$ cat config.mk
export PLATFORM = sky130hd
export DESIGN_NAME = maze_walker
export DESIGN_NICKNAME = d
export VERILOG_FILES = /design/src/rtl/maze_pkg.sv /design/src/rtl/maze_neighbor.sv /design/src/rtl/maze_walker.sv
export SDC_FILE = /design/constraint.sdc
export NUM_CORES = 1
export LEC_CHECK = 0
export BUFFER_PORTS_ARGS = -buffer_cell sky130_fd_sc_hd__buf_2
export CORE_ASPECT_RATIO = 0.75
export CORE_MARGIN = 2
export CORE_UTILIZATION = 30
export CTS_CLUSTER_SIZE = 28
export DETAILED_ROUTE_END_ITERATION = 10
export PLACE_DENSITY = 0.56
export SYNTH_ARGS = -nofsm -noshare
export SYNTH_HDL_FRONTEND = slang
export SYNTH_SLANG_ARGS = --single-unit
$ cat constraint.sdc
create_clock -name clk -period 6.95 [get_ports clk]
set_input_delay 0.3475 -clock clk [delete_from_list [all_inputs] [get_ports clk]]
set_output_delay 0.3475 -clock clk [all_outputs]
set_load 0.005 [all_outputs]
$ cat src/rtl/maze_pkg.sv
// Shared types and heading helpers for the maze walker.
// Headings are N=0 E=1 S=2 W=3; all turn arithmetic is mod 4.
package maze_pkg;

  typedef enum logic [1:0] {
    DIR_N = 2'd0,
    DIR_E = 2'd1,
    DIR_S = 2'd2,
    DIR_W = 2'd3
  } dir_t;

  typedef enum logic [2:0] {
    S_IDLE,
    S_MARK,
    S_PROBE_SIDE,
    S_EVAL_SIDE,
    S_PROBE_FRONT,
    S_EVAL_FRONT,
    S_DONE,
    S_FAIL
  } state_t;

  // hand=0: right-hand rule, hand=1: left-hand rule
  function automatic dir_t turn_side(dir_t d, logic hand);
    return hand ? dir_t'(d - 2'd1) : dir_t'(d + 2'd1);
  endfunction

  function automatic dir_t turn_away(dir_t d, logic hand);
    return hand ? dir_t'(d + 2'd1) : dir_t'(d - 2'd1);
  endfunction

endpackage

$ cat src/rtl/maze_neighbor.sv
// Combinational neighbour address: (row, col, dir) -> (nb_row, nb_col).
// Ports: row/col in, dir heading in, nb_row/nb_col out.
module maze_neighbor
  import maze_pkg::*;
#(
  parameter int ROW_W = 6,
  parameter int COL_W = 6
) (
  input  logic [ROW_W-1:0] row,
  input  logic [COL_W-1:0] col,
  input  dir_t             dir,
  output logic [ROW_W-1:0] nb_row,
  output logic [COL_W-1:0] nb_col
);

  always_comb begin
    nb_row = row;
    nb_col = col;
    unique case (dir)
      DIR_N: nb_row = row - ROW_W'(1);
      DIR_E: nb_col = col + COL_W'(1);
      DIR_S: nb_row = row + ROW_W'(1);
      DIR_W: nb_col = col - COL_W'(1);
    endcase
  end

endmodule

$ cat src/rtl/maze_walker.sv
// Wall-follower maze solver driving a synchronous 1-bit maze memory.
// Ports: clk/rst, start + start params, maze_in; row/col/oe/we, busy/done/fail/step_count.
module maze_walker
  import maze_pkg::*;
#(
  parameter int ROW_W     = 6,
  parameter int COL_W     = 6,
  parameter int MAZE_ROWS = 64,
  parameter int MAZE_COLS = 64,
  parameter int STEP_W    = 12,
  parameter int MAX_STEPS = 4095
) (
  input  logic              clk,
  input  logic              rst,
  input  logic              start,
  input  logic [ROW_W-1:0]  starting_row,
  input  logic [COL_W-1:0]  starting_col,
  input  logic [1:0]        start_dir,
  input  logic              hand_sel,
  input  logic              maze_in,
  output logic [ROW_W-1:0]  row,
  output logic [COL_W-1:0]  col,
  output logic              maze_oe,
  output logic              maze_we,
  output logic              busy,
  output logic              done,
  output logic              fail,
  output logic [STEP_W-1:0] step_count
);

  localparam logic [ROW_W:0]    ROW_LIM  = (ROW_W+1)'(MAZE_ROWS);
  localparam logic [COL_W:0]    COL_LIM  = (COL_W+1)'(MAZE_COLS);
  localparam logic [ROW_W-1:0]  LAST_ROW = ROW_W'(MAZE_ROWS - 1);
  localparam logic [COL_W-1:0]  LAST_COL = COL_W'(MAZE_COLS - 1);
  localparam logic [STEP_W-1:0] STEP_MAX = STEP_W'(MAX_STEPS);

  state_t             state_q, state_d;
  logic [ROW_W-1:0]   cur_row_q, cur_row_d;
  logic [COL_W-1:0]   cur_col_q, cur_col_d;
  dir_t               dir_q, dir_d;
  logic               hand_q, hand_d;
  logic [1:0]         turn_q, turn_d;
  logic [STEP_W-1:0]  step_q, step_d;
  logic               done_d, fail_d;
  logic [ROW_W-1:0]   row_d;
  logic [COL_W-1:0]   col_d;
  logic               oe_d, we_d, busy_d;

  dir_t               side_dir;
  dir_t               nb_dir;
  logic [ROW_W-1:0]   nb_row;
  logic [COL_W-1:0]   nb_col;
  logic               on_border;
  logic               oob;

  assign side_dir  = turn_side(dir_q, hand_q);
  assign on_border = (cur_row_q == '0) || (cur_row_q == LAST_ROW) ||
                     (cur_col_q == '0) || (cur_col_q == LAST_COL);
  assign oob = ({1'b0, starting_row} >= ROW_LIM) ||
               ({1'b0, starting_col} >= COL_LIM);

  // One neighbour unit serves both the next probe address and the
  // move target; the heading it sees depends on where we go next.
  always_comb begin
    nb_dir = side_dir;
    unique case (state_q)
      S_EVAL_SIDE:  nb_dir = maze_in ? dir_q : side_dir;
      S_EVAL_FRONT: nb_dir = maze_in ?
                      turn_side(turn_away(dir_q, hand_q), hand_q) : dir_q;
      default:      nb_dir = side_dir;
    endcase
  end

  maze_neighbor #(
    .ROW_W (ROW_W),
    .COL_W (COL_W)
  ) u_nb (
    .row    (cur_row_q),
    .col    (cur_col_q),
    .dir    (nb_dir),
    .nb_row (nb_row),
    .nb_col (nb_col)
  );

  always_comb begin
    state_d   = state_q;
    cur_row_d = cur_row_q;
    cur_col_d = cur_col_q;
    dir_d     = dir_q;
    hand_d    = hand_q;
    turn_d    = turn_q;
    step_d    = step_q;
    done_d    = done;
    fail_d    = fail;
    unique case (state_q)
      S_IDLE, S_DONE, S_FAIL: begin
        if (start) begin
          done_d    = 1'b0;
          fail_d    = 1'b0;
          step_d    = '0;
          turn_d    = '0;
          cur_row_d = starting_row;
          cur_col_d = starting_col;
          dir_d     = dir_t'(start_dir);
          hand_d    = hand_sel;
          if (oob) begin
            state_d = S_FAIL;
            fail_d  = 1'b1;
          end else begin
            state_d = S_MARK;
          end
        end
      end
      S_MARK: begin
        if (on_border) begin
          state_d = S_DONE;
          done_d  = 1'b1;
        end else begin
          state_d = S_PROBE_SIDE;
        end
      end
      S_PROBE_SIDE:  state_d = S_EVAL_SIDE;
      S_PROBE_FRONT: state_d = S_EVAL_FRONT;
      S_EVAL_SIDE: begin
        if (maze_in) begin
          state_d = S_PROBE_FRONT;
        end else if (step_q == STEP_MAX) begin
          state_d = S_FAIL;
          fail_d  = 1'b1;
        end else begin
          state_d   = S_MARK;
          dir_d     = side_dir;
          cur_row_d = nb_row;
          cur_col_d = nb_col;
          step_d    = step_q + STEP_W'(1);
          turn_d    = '0;
        end
      end
      S_EVAL_FRONT: begin
        if (maze_in) begin
          dir_d  = turn_away(dir_q, hand_q);
          turn_d = turn_q + 2'd1;
          if (turn_q == 2'd2) begin
            state_d = S_FAIL;
            fail_d  = 1'b1;
          end else begin
            state_d = S_PROBE_SIDE;
          end
        end else if (step_q == STEP_MAX) begin
          state_d = S_FAIL;
          fail_d  = 1'b1;
        end else begin
          state_d   = S_MARK;
          cur_row_d = nb_row;
          cur_col_d = nb_col;
          step_d    = step_q + STEP_W'(1);
          turn_d    = '0;
        end
      end
      default: state_d = S_IDLE;
    endcase
  end

  // Memory-side outputs are registered against the state being entered,
  // so they line up with that state's cycle.
  always_comb begin
    we_d   = (state_d == S_MARK);
    oe_d   = (state_d == S_PROBE_SIDE) || (state_d == S_PROBE_FRONT);
    busy_d = !((state_d == S_IDLE) || (state_d == S_DONE) ||
               (state_d == S_FAIL));
    row_d  = row;
    col_d  = col;
    if (we_d) begin
      row_d = cur_row_d;
      col_d = cur_col_d;
    end else if (oe_d) begin
      row_d = nb_row;
      col_d = nb_col;
    end
  end

  always_ff @(posedge clk) begin
    if (rst) begin
      state_q    <= S_IDLE;
      cur_row_q  <= '0;
      cur_col_q  <= '0;
      dir_q      <= DIR_N;
      hand_q     <= 1'b0;
      turn_q     <= '0;
      step_q     <= '0;
      row        <= '0;
      col        <= '0;
      maze_oe    <= 1'b0;
      maze_we    <= 1'b0;
      busy       <= 1'b0;
      done       <= 1'b0;
      fail       <= 1'b0;
    end else begin
      state_q    <= state_d;
      cur_row_q  <= cur_row_d;
      cur_col_q  <= cur_col_d;
      dir_q      <= dir_d;
      hand_q     <= hand_d;
      turn_q     <= turn_d;
      step_q     <= step_d;
      row        <= row_d;
      col        <= col_d;
      maze_oe    <= oe_d;
      maze_we    <= we_d;
      busy       <= busy_d;
      done       <= done_d;
      fail       <= fail_d;
    end
  end

  assign step_count = step_q;

endmodule

* After elaboration in Yosys (flattened, before gate mapping)
Index checks and enable logic that the tools add are counted.
** Word-level totals
- ROM bits :: 0
- Bits in latches :: 0
- Bits in registers :: 49
- Logic and storage cells :: 124
- Memories kept :: 0
- Memory bits (writable) :: 0
** Cells by class
- Multiply operators :: 0
- $add $sub $neg :: 10
- Multiplexer cells :: 49
- Shift operators :: 0
- Reductions and logical operators :: 24
- $lt $le $gt $ge :: 0
- Eq/ne operators :: 27
- Bitwise operators :: 0
- Divide/modulo/power cells :: 0
** Operators with widths (number)
- $mux 6 :: 10
- $pmux 6 s2 :: 4
- $mux 12 :: 3
- $mux 2 :: 13
- $pmux 12 s2 :: 1
- $eq 3x3->1 const B :: 7
- $mux 3 :: 6
- $pmux 3 s6 :: 1
- $ne 2x2->1 const B :: 7
- $add 12x1->12 const B :: 1
- $add 6x1->6 const B :: 2
- $eq 12x12->1 const B :: 1
- $eq 6x6->1 const B :: 2
- $logic_not 6->1 :: 2
- $pmux 2 s3 :: 2
- $sub 6x1->6 const B :: 2
- $eq 3x2->1 const B :: 3
- $reduce_and 4->1 :: 2
- $add 2x1->2 const B :: 3
- $eq 2x2->1 const B :: 3
- $eq 3x1->1 const B :: 2
- $logic_not 3->1 :: 2
- $logic_or 1x1->1 :: 6
- $mux 1 :: 6
- other kinds (15) :: 19

* Depth between registers and ports, before layout
Gate-level depths: netlist of run 1.
- Depth in word-level cells :: 12
- Gate-level depth with buffers :: 15

* Cells and area by module
From an unflattened synthesis of run 1, not the netlist that was laid out.
** Second synthesis, totals
- Cell total of the unflattened synthesis :: 375
- Area, all modules :: 3067.9 µm²
** By module, submodules not included
- maze_walker :: cells an instance 319, sequential area each 980.9 µm², area an instance 2618.8 µm², instances 1
- maze_neighbor :: cells an instance 56, sequential area each 0.0 µm², area an instance 449.2 µm², instances 1

* Least setup slack after synthesis of run 1
Ideal clock, no wire load.
- Path kind :: register to register
- Start :: reg state_q[1]
- End :: reg row[5]
- Cell stages (with the launch flop) :: 15
- Path slack :: 3.597 ns
- Path buffers :: 2
- Data required time :: 6.828 ns
- Setup time :: 0.122 ns
- Arrival :: 3.231 ns
- Cell sequence :: dfxtp_1 buf_2 nand4b_1 nand2_1 xor2_1 clkbuf_1 o21ai_0 ha_1 a21o_1 a21oi_1 o21ai_0 xor2_1 and3_1 o22ai_1 nor3b_2
** On the way
- Word-level cells in the longest chain between the ends :: 8
** RTL lines
- from (decl) :: RTL line maze_walker.sv:37 : state_t state_q, state_d;
- from (signal assigned) :: RTL line maze_walker.sv:199 : state_q <= state_d;
- $eq 3x3->1 / $eq 3x2->1 (equally long branches) :: RTL line maze_walker.sv:66, maze_walker.sv:95
- $pmux 2 s2 :: RTL line maze_walker.sv:66 : unique case (state_q)
- $eq 2x2->1 / $logic_not 2->1 (equally long branches) :: RTL line maze_neighbor.sv:19 : unique case (dir)
- $pmux 6 s2 :: RTL line maze_neighbor.sv:19
- $mux 6 :: RTL line maze_walker.sv:127, maze_walker.sv:149
- $mux 6 :: RTL line maze_walker.sv:140 : if (maze_in) begin
- $pmux 6 s2 :: RTL line maze_walker.sv:95 : unique case (state_q)
- $mux 6 :: RTL line maze_walker.sv:173 : if (we_d) begin
- to (signal assigned) :: RTL line maze_walker.sv:206 : row <= row_d;
- to (decl) :: RTL line maze_walker.sv:21 : output logic [ROW_W-1:0] row,
Several ways; a longest one is shown, not always the timed one. The select of a mux whose other input is x is not followed.
A chain may end at the register's enable or synchronous reset.

* Worst setup path after layout of run 1
- Start :: reg state_q[0]
- End :: reg row[5]
The elaborated chain is that of the path after synthesis.

==> summary.md, run 1 <==
| Metric | Value |
|---|---|
| Vias | between 2000 and 3000 |
| Top cell family by delay on the critical path | compound AO/OA/AOI/OAI gates |
| Max IR drop VDD | 0.000136 V |
| Initial antenna violation count | 0 |
| Area occupied by multi-input gates | 1970 um^2 |
| Status | complete, no violations |
| Compound-gate portion of the synthesized area | 24.4% |
| Async SR Flop Fraction | 0% |
| Setup_tns | 0 ns |
| First-pass GRT wire length | 14300 um |
| Detailed Route Iter0 Violations | 126 |
| Total GRT Usage | about 16% |
| Clk root buf | clkbuf_16 |
| Final hold vios | 0 |
| Largest family of logic cells by synthesized area | simple AND/OR/NAND/NOR gates |
| Multiplexer share of the synthesized area | slightly below 3% |
| Final Skew | approximately 0.0073 ns |
| CP Buf/Inv Count | 1 |
| Leading cell type by number of instances after synthesis | dfxtp_1 |
| CP max-delay cell | dfxtp_1 |
| Vias in the first global route | 2827 |
| Crit start category | flip-flop |
| Crit Path Class | flip-flop to flip-flop |
| Crit Path Max Fanout | 21 |
| Actual slew at the worst max-slew pin | 0.994 ns |
| Maxcap violations | 0 |
| CTS HTree Levels | 2 |
| I/O Buffers | 47 |
| Drt drc | 0 |
| RSZ-0062 raised after global routing | false |
| Hold Crit Start | hand_sel |
| FF+latch count, synth | 49 |
| Clock-pin slew on the worst setup and hold paths | 0.07 ns |
| Post-synth top area share | 31.1% |
| Post-Synth Adder-Cell Area | under 10% |
| Clock sinks | 49 |
| CP cell instances | nand4b_1, nand2_1, xor2_1, buf_4, o21ai_0, ha_1, a21o_1, a21oi_1, o21ai_0, xor2_1, and3_1, o22ai_1, nor3b_2 |
| Critical Path Sink Type | flip-flop |
| Die ar. | 11400 um^2 |
| Gp weighted congestion | 0.877 |
| Routed WL | roughly 8500 um |
| Peak per-stage delay on the critical path | 0.73 ns |
| Core area | 10200 um^2 |
| Dominant synthesized flop cell | dfxtp_1 |
| WP data required | about 7 ns |
| Die Y | roughly 93 um |
| Total power | approximately 1.2 mW |
| Pwr/cell area | 320 nW/um^2 |
| Synthesis Warnings | 0 |
| I/O pin count | 48 |
| Final setup vio count | 0 |
| Max Freq | about 270 MHz |
| Cts bufs inserted | 5 |
| CP Data Arrival Time | around 3.8 ns |
| Critical path origin | state_q[0] |
| Fin crit share | 52.4% |
| Ant diodes | 0 |
| WL/cell | 15.2 um |
| Syn Area/Cell | ~8 um^2 |
| Synth Area in XOR/XNOR | 5.00% |
| Setup bufs post-CTS | 0 |
| FF/Latch Area | 981 um^2 |
| Worst R2R Start | state_q[0] |
| Fillers | 1108 |
| Post-layout util | 35.1% |
| Period minus WS final | about 3.6 ns |
| Worst skew pair latency | 0.30 ns |
| # hold bufs at CTS | 0 |
| Bufs on Longest Clock Path | 2 |
| Top cell types by occurrence after synthesis | 49 x dfxtp_1, 39 x nor2_1, 35 x a21oi_1, 33 x nand2_1 |
| Cell Area, Synth | 3150 um^2 |
| Post-synth net total | around 420 |
| Crit path depth | 13 |
| Hold path cells | 3 |
| Sequential area share after synthesis | 31.1% |
| Cell Rows | 32 |
| Detail Route Antenna Nets | 0 |
| Final-layout worst hold slack | 0.297 ns |
| Synth-to-Final Area Change | 14.3% |
| Total gr overflow | 0 |
| Slew Viols, Final | 0 |
| Hold Path Class | input pin to flip-flop |
| TritonCTS clock tree | built |
| Post-synth EDFFs | 0 |
| Top cells by area, synth | dfxtp_1 31%, a21oi_1 5.6%, nor2_1 4.6% |
| Leak Pwr | 1.39 nW |
| Nets | 451 |
| R2r worst-path depth | 13 |
| Cells after Synth | 395 |
| Gates resized, CTS repair | 0 |
| 1st-pass router iterations | 4 |
| Vias per Instance | approximately 5.3 |
| Dpl hpwl | around 6100 um |
| Starting Density | 30.7% |
| Yosys top cell by area | dfxtp_1 |
| Synth unique cells | 73 |
| Layout cells sized above 1 | 17.4% |
| Max-slew headroom | 33.1% |
| Largest net degree at the start of global routing | 40 |
| Die W | 122 um |
| Post-synthesis simple-gate area fraction | about 27% |
==> worst register-to-register path, stage by stage (launching register included) <==
cell      delay [ns]
dfxtp_1         0.73
nand4b_1        0.25
nand2_1         0.19
xor2_1          0.16
buf_4           0.25
o21ai_0         0.29
ha_1            0.38
a21o_1          0.17
a21oi_1         0.22
o21ai_0         0.16
xor2_1          0.27
and3_1          0.22
o22ai_1         0.08
nor3b_2         0.17
==> per-layer routing <==
metal	up-vias	GRT usage, %	share of wire, %
met5	-	0	0
met4	0	4.31	1.5
met3	10	3.26	5.0
met1	1402	23.5	53
li1	1507	-	-
met2	67	23.2	41
==> final cells by class <==
cell class / count / share of cell area (%)
Inverter: 13 / 1.36
Sequential cell: 49 / 27.2
Clock inverter: 3 / 1.32
Tap cell: 136 / 4.73
Timing Repair Buffer: 50 / 7.16
Multi-Input combinational cell: 305 / 54.7
Clock buffer: 5 / 3.47
==> logic make-up after synthesis <==
| family | count (synthesis) |
|---|---|
| multiplexers | 9 |
| flip-flops | 49 |
| XOR/XNOR | 18 |
| AO/OA/AOI/OAI | 114 |
| adder cells (fa/ha/maj) | 8 |
| AND/OR/NAND/NOR | 156 |
| buffers and inverters | 41 |
==> sequential cells by signal, indices dropped and copies added (netlist names), 2 cells and up <==
name,cells
state_q,3
cur_row_q,6
col,6
step_count,12
dir_q,2
cur_col_q,6
turn_q,2
row,6
==> metrics by stage <==
step	std cells	area (um^2)	worst slack, ns
final	561	3600	3.31
after global routing	561	3600	2.97
after CTS	561	3600	3.33
after detailed placement	553	3430	3.44
after global placement	553	3430	3.56
after floorplan	395	3150	3.60
==> path summary, 6_finish.rpt <==
kind / endpoint / slack (ns)
min reg2reg: done / 0.45
max reg2reg: row[5] / 3.31
min: hand_q / 0.30
max: row[5] / 3.31
==> power breakdown <==
group / internal (mW) / leakage, nW / total (mW) / switching (mW)
Clock: 0.173 / 0.0848 / 0.290 / 0.118
Sequential: 0.329 / 0.400 / 0.387 / 0.0585
Combinational: 0.195 / 0.906 / 0.477 / 0.281
Total: 0.696 / 1.39 / 1.15 / 0.458
==> layout by cell type, fill, tap and decap left out, drive strengths merged, types with 4 or more instances in the layout <==
master and count:
a211oi 4, a21o 5, a21oi 36, a22oi 5, a31oi 11, and3 5, buf 50, clkbuf 5
dfxtp 49, ha 7, inv 15, mux2i 8, nand2 33, nand2b 6, nand3 16, nand4 5
nor2 39, nor2b 4, nor3 7, nor4 7, o211ai 4, o21ai 17, o22ai 4, or2 6
or3 6, or4 6, xnor2 15
Note: power is estimated with default switching activity, not from simulation.
==> run 2, diff against run 1 <==
clock period = 3.5 ns   (was 6.95 ns; I/O delays follow)
==> run 2 against run 1 <==
  * Register-to-register slack got worse by 3.0 ns
  * Worst hold slack got worse by 0.18 ns
  * Global-route usage barely moved
  * Wire length up 3.6%
  * Critical path depth did not move
  * Largest power group unchanged
==> summary.md, run 2 (synthesized netlist as in run 1, its figures left out) <==
| Metric | Value |
|---|---|
| Setup bufs post-CTS | 0 (unchanged) |
| Cell Rows | 32 (unchanged) |
| Clock sinks | 49 (unchanged) |
| Largest net degree at the start of global routing | 40 (unchanged) |
| CTS HTree Levels | 2 (unchanged) |
| Final hold vios | 0 (unchanged) |
| Slew Viols, Final | 0 (unchanged) |
| First-pass GRT wire length | 14300 um (-0.14%) |
| Vias | 3056 (+2.3%) |
| Cts bufs inserted | 5 (unchanged) |
| CP max-delay cell | or4_1 |
| Setup_tns | 0 ns (unchanged) |
| I/O Buffers | 47 (unchanged) |
| Crit Path Class | flip-flop to flip-flop |
| Max Freq | 312 MHz (+14%) |
| Die ar. | 11400 um^2 (unchanged) |
| Status | complete, no violations |
| Top cell family by delay on the critical path | simple AND/OR/NAND/NOR gates |
| Dpl hpwl | 6200 um (+1.5%) |
| Starting Density | 30.7% (unchanged) |
| Crit start category | flip-flop |
| Period minus WS final | 3.20 ns (-0.439 ns) |
| CP cell instances | buf_4, nand4b_1, a21oi_1, nor2_1, xnor2_1, ha_1, or3_1, o2111ai_1, o311ai_1, and3b_1, or4_1, a21oi_1, a221o_1 |
| Hold Path Class | input pin to flip-flop |
| Most frequent cells in the layout | 49 x dfxtp_1, 47 x buf_2, 39 x nor2_1 |
| Die Y | 92.8 um (unchanged) |
| Max IR drop VDD | 0.000234 V (+72%) |
| Routed WL | 8830 um (+3.6%) |
| Critical Path Sink Type | flip-flop |
| Core area | 10200 um^2 (unchanged) |
| Vias in the first global route | 2757 (-2.5%) |
| TritonCTS clock tree | built |
| Detailed Route Iter0 Violations | 167 (+33%) |
| WL/cell | 15.5 um (+2.4%) |
| Clk root buf | clkbuf_16 |
| Cell repeated most along the worst path | a21oi_1 |
| Gp weighted congestion | 0.981 (+12%) |
| WP data required | 3.75 ns (-3.39 ns) |
| Layout cells sized above 1 | 19.0% (+1.6 points) |
| CP Buf/Inv Count | 1 (unchanged) |
| Pre-CTS WS | 0.197 ns (-3.25 ns) |
| Drt drc | 0 (unchanged) |
| Clock-pin slew on the worst setup and hold paths | 0.07 ns (about the same) |
| Detail Route Antenna Nets | 0 (unchanged) |
| Final Skew | 0.00849 ns (+0.00120 ns) |
| 1st-pass router iterations | 4 (unchanged) |
| Fillers | 1088 (-1.8%) |
| Cell Count, Final, Fillers Out | 568 (+1.2%) |
| Pwr/cell area | 624 nW/um^2 (+95%) |
| Crit Path Max Fanout | 19 (-9.5%) |
| CP Data Arrival Time | 3.45 ns (-0.39 ns) |
| Commonest non-fill, non-tap cell in the layout | dfxtp_1 |
| Total gr overflow | 0 (unchanged) |
| Worst skew pair latency | 0.30 ns (about the same) |
| Actual slew at the worst max-slew pin | 0.765 ns (-0.229 ns) |
| Max-slew headroom | 49.0% (+16 points) |
| I/O pin count | 48 (unchanged) |
| Bufs on Longest Clock Path | 2 (unchanged) |
| Max reg flops | 12 (unchanged) |
| Synth-to-Final Area Change | 15.6% |
| Total GRT Usage | 16.0% (+0.024 points) |
| Vias per Instance | 5.38 (+1.1%) |
| Area occupied by multi-input gates | 1980 um^2 (+0.32%) |
| Final setup vio count | 0 (unchanged) |
| Setup ws final | 0.295 ns (-3.01 ns) |
| Peak per-stage delay on the critical path | 0.40 ns (-0.33 ns) |
| Die W | 122 um (unchanged) |
| Fin crit share | 91.6% (+39 points) |
| Initial antenna violation count | 0 (unchanged) |
| Maxcap violations | 0 (unchanged) |
| Cells after DPL | 560 (+1.3%) |
| Nets | 458 (+1.6%) |
| Total power | 2.27 mW (+97%) |
| Leak Pwr | 1.42 nW (+2.1%) |
| FF/Latch Area | 981 um^2 (unchanged) |
| Ant diodes | 0 (unchanged) |
| RSZ-0062 raised after global routing | false |
==> run 2: stage by stage <==
| step | utilization, % | hold slack (ns) | cell area [um^2] |
|---|---|---|---|
| 3_5_place_dp | 34.0 | 0.427 | 3480 |
| 4_1_cts | 35.5 | 0.121 | 3640 |
| 3_3_place_gp | 34.0 | 0.427 | 3480 |
| 6_report | 35.5 | 0.118 | 3640 |
| 2_1_floorplan | - | 0.322 | 3150 |
| 5_1_grt | 35.5 | 0.144 | 3640 |
==> run 2: per-layer routing <==
metal  track usage (%)  routed length (um)  vias up
li1                  -                   -     1526
met1              24.5                4600     1452
met2              22.3                3700       73
met3              3.08                 487        5
met4              4.21                  46        0
met5                 0                   0        -
==> run 2: cell type report <==
| type | count | area share, % |
|---|---|---|
| Clock buffer | 6 | 3.81 |
| Inverter | 13 | 1.34 |
| Clock inverter | 2 | 0.481 |
| Timing Repair Buffer | 57 | 8.52 |
| Multi-Input combinational cell | 305 | 54.3 |
| Sequential cell | 49 | 26.9 |
| Tap cell | 136 | 4.67 |
==> run 2: worst min-delay path, delay by kind of cell <==
| family | cells | cell delay [ns] |
|---|---|---|
| and+or+nand+nor | 1 | 0.07 |
| muxes | 1 | 0.05 |
| buffers and inverters | 1 | 0.08 |
==> run 2: path summary, 6_finish.rpt <==
kind / start / endpoint / slack, ns / cells after the start
worst min register to register: done / done / 0.46 / 2
worst min-delay path: hand_sel / hand_q / 0.12 / 3
worst max-delay path: state_q[0] / col[4] / 0.30 / 13
worst max register to register: state_q[0] / col[4] / 0.30 / 13
==> run 2: power breakdown <==
group	internal [mW]	switching (mW)
clock network	0.289	0.239
registers	0.653	0.0896
logic	0.409	0.593
==> run 2: what timing repair did <==
action                                  4_1_cts  5_1_grt
endpoints found under the setup margin        0        4
hold buffers                                  0        0
gates resized for setup                       0        2
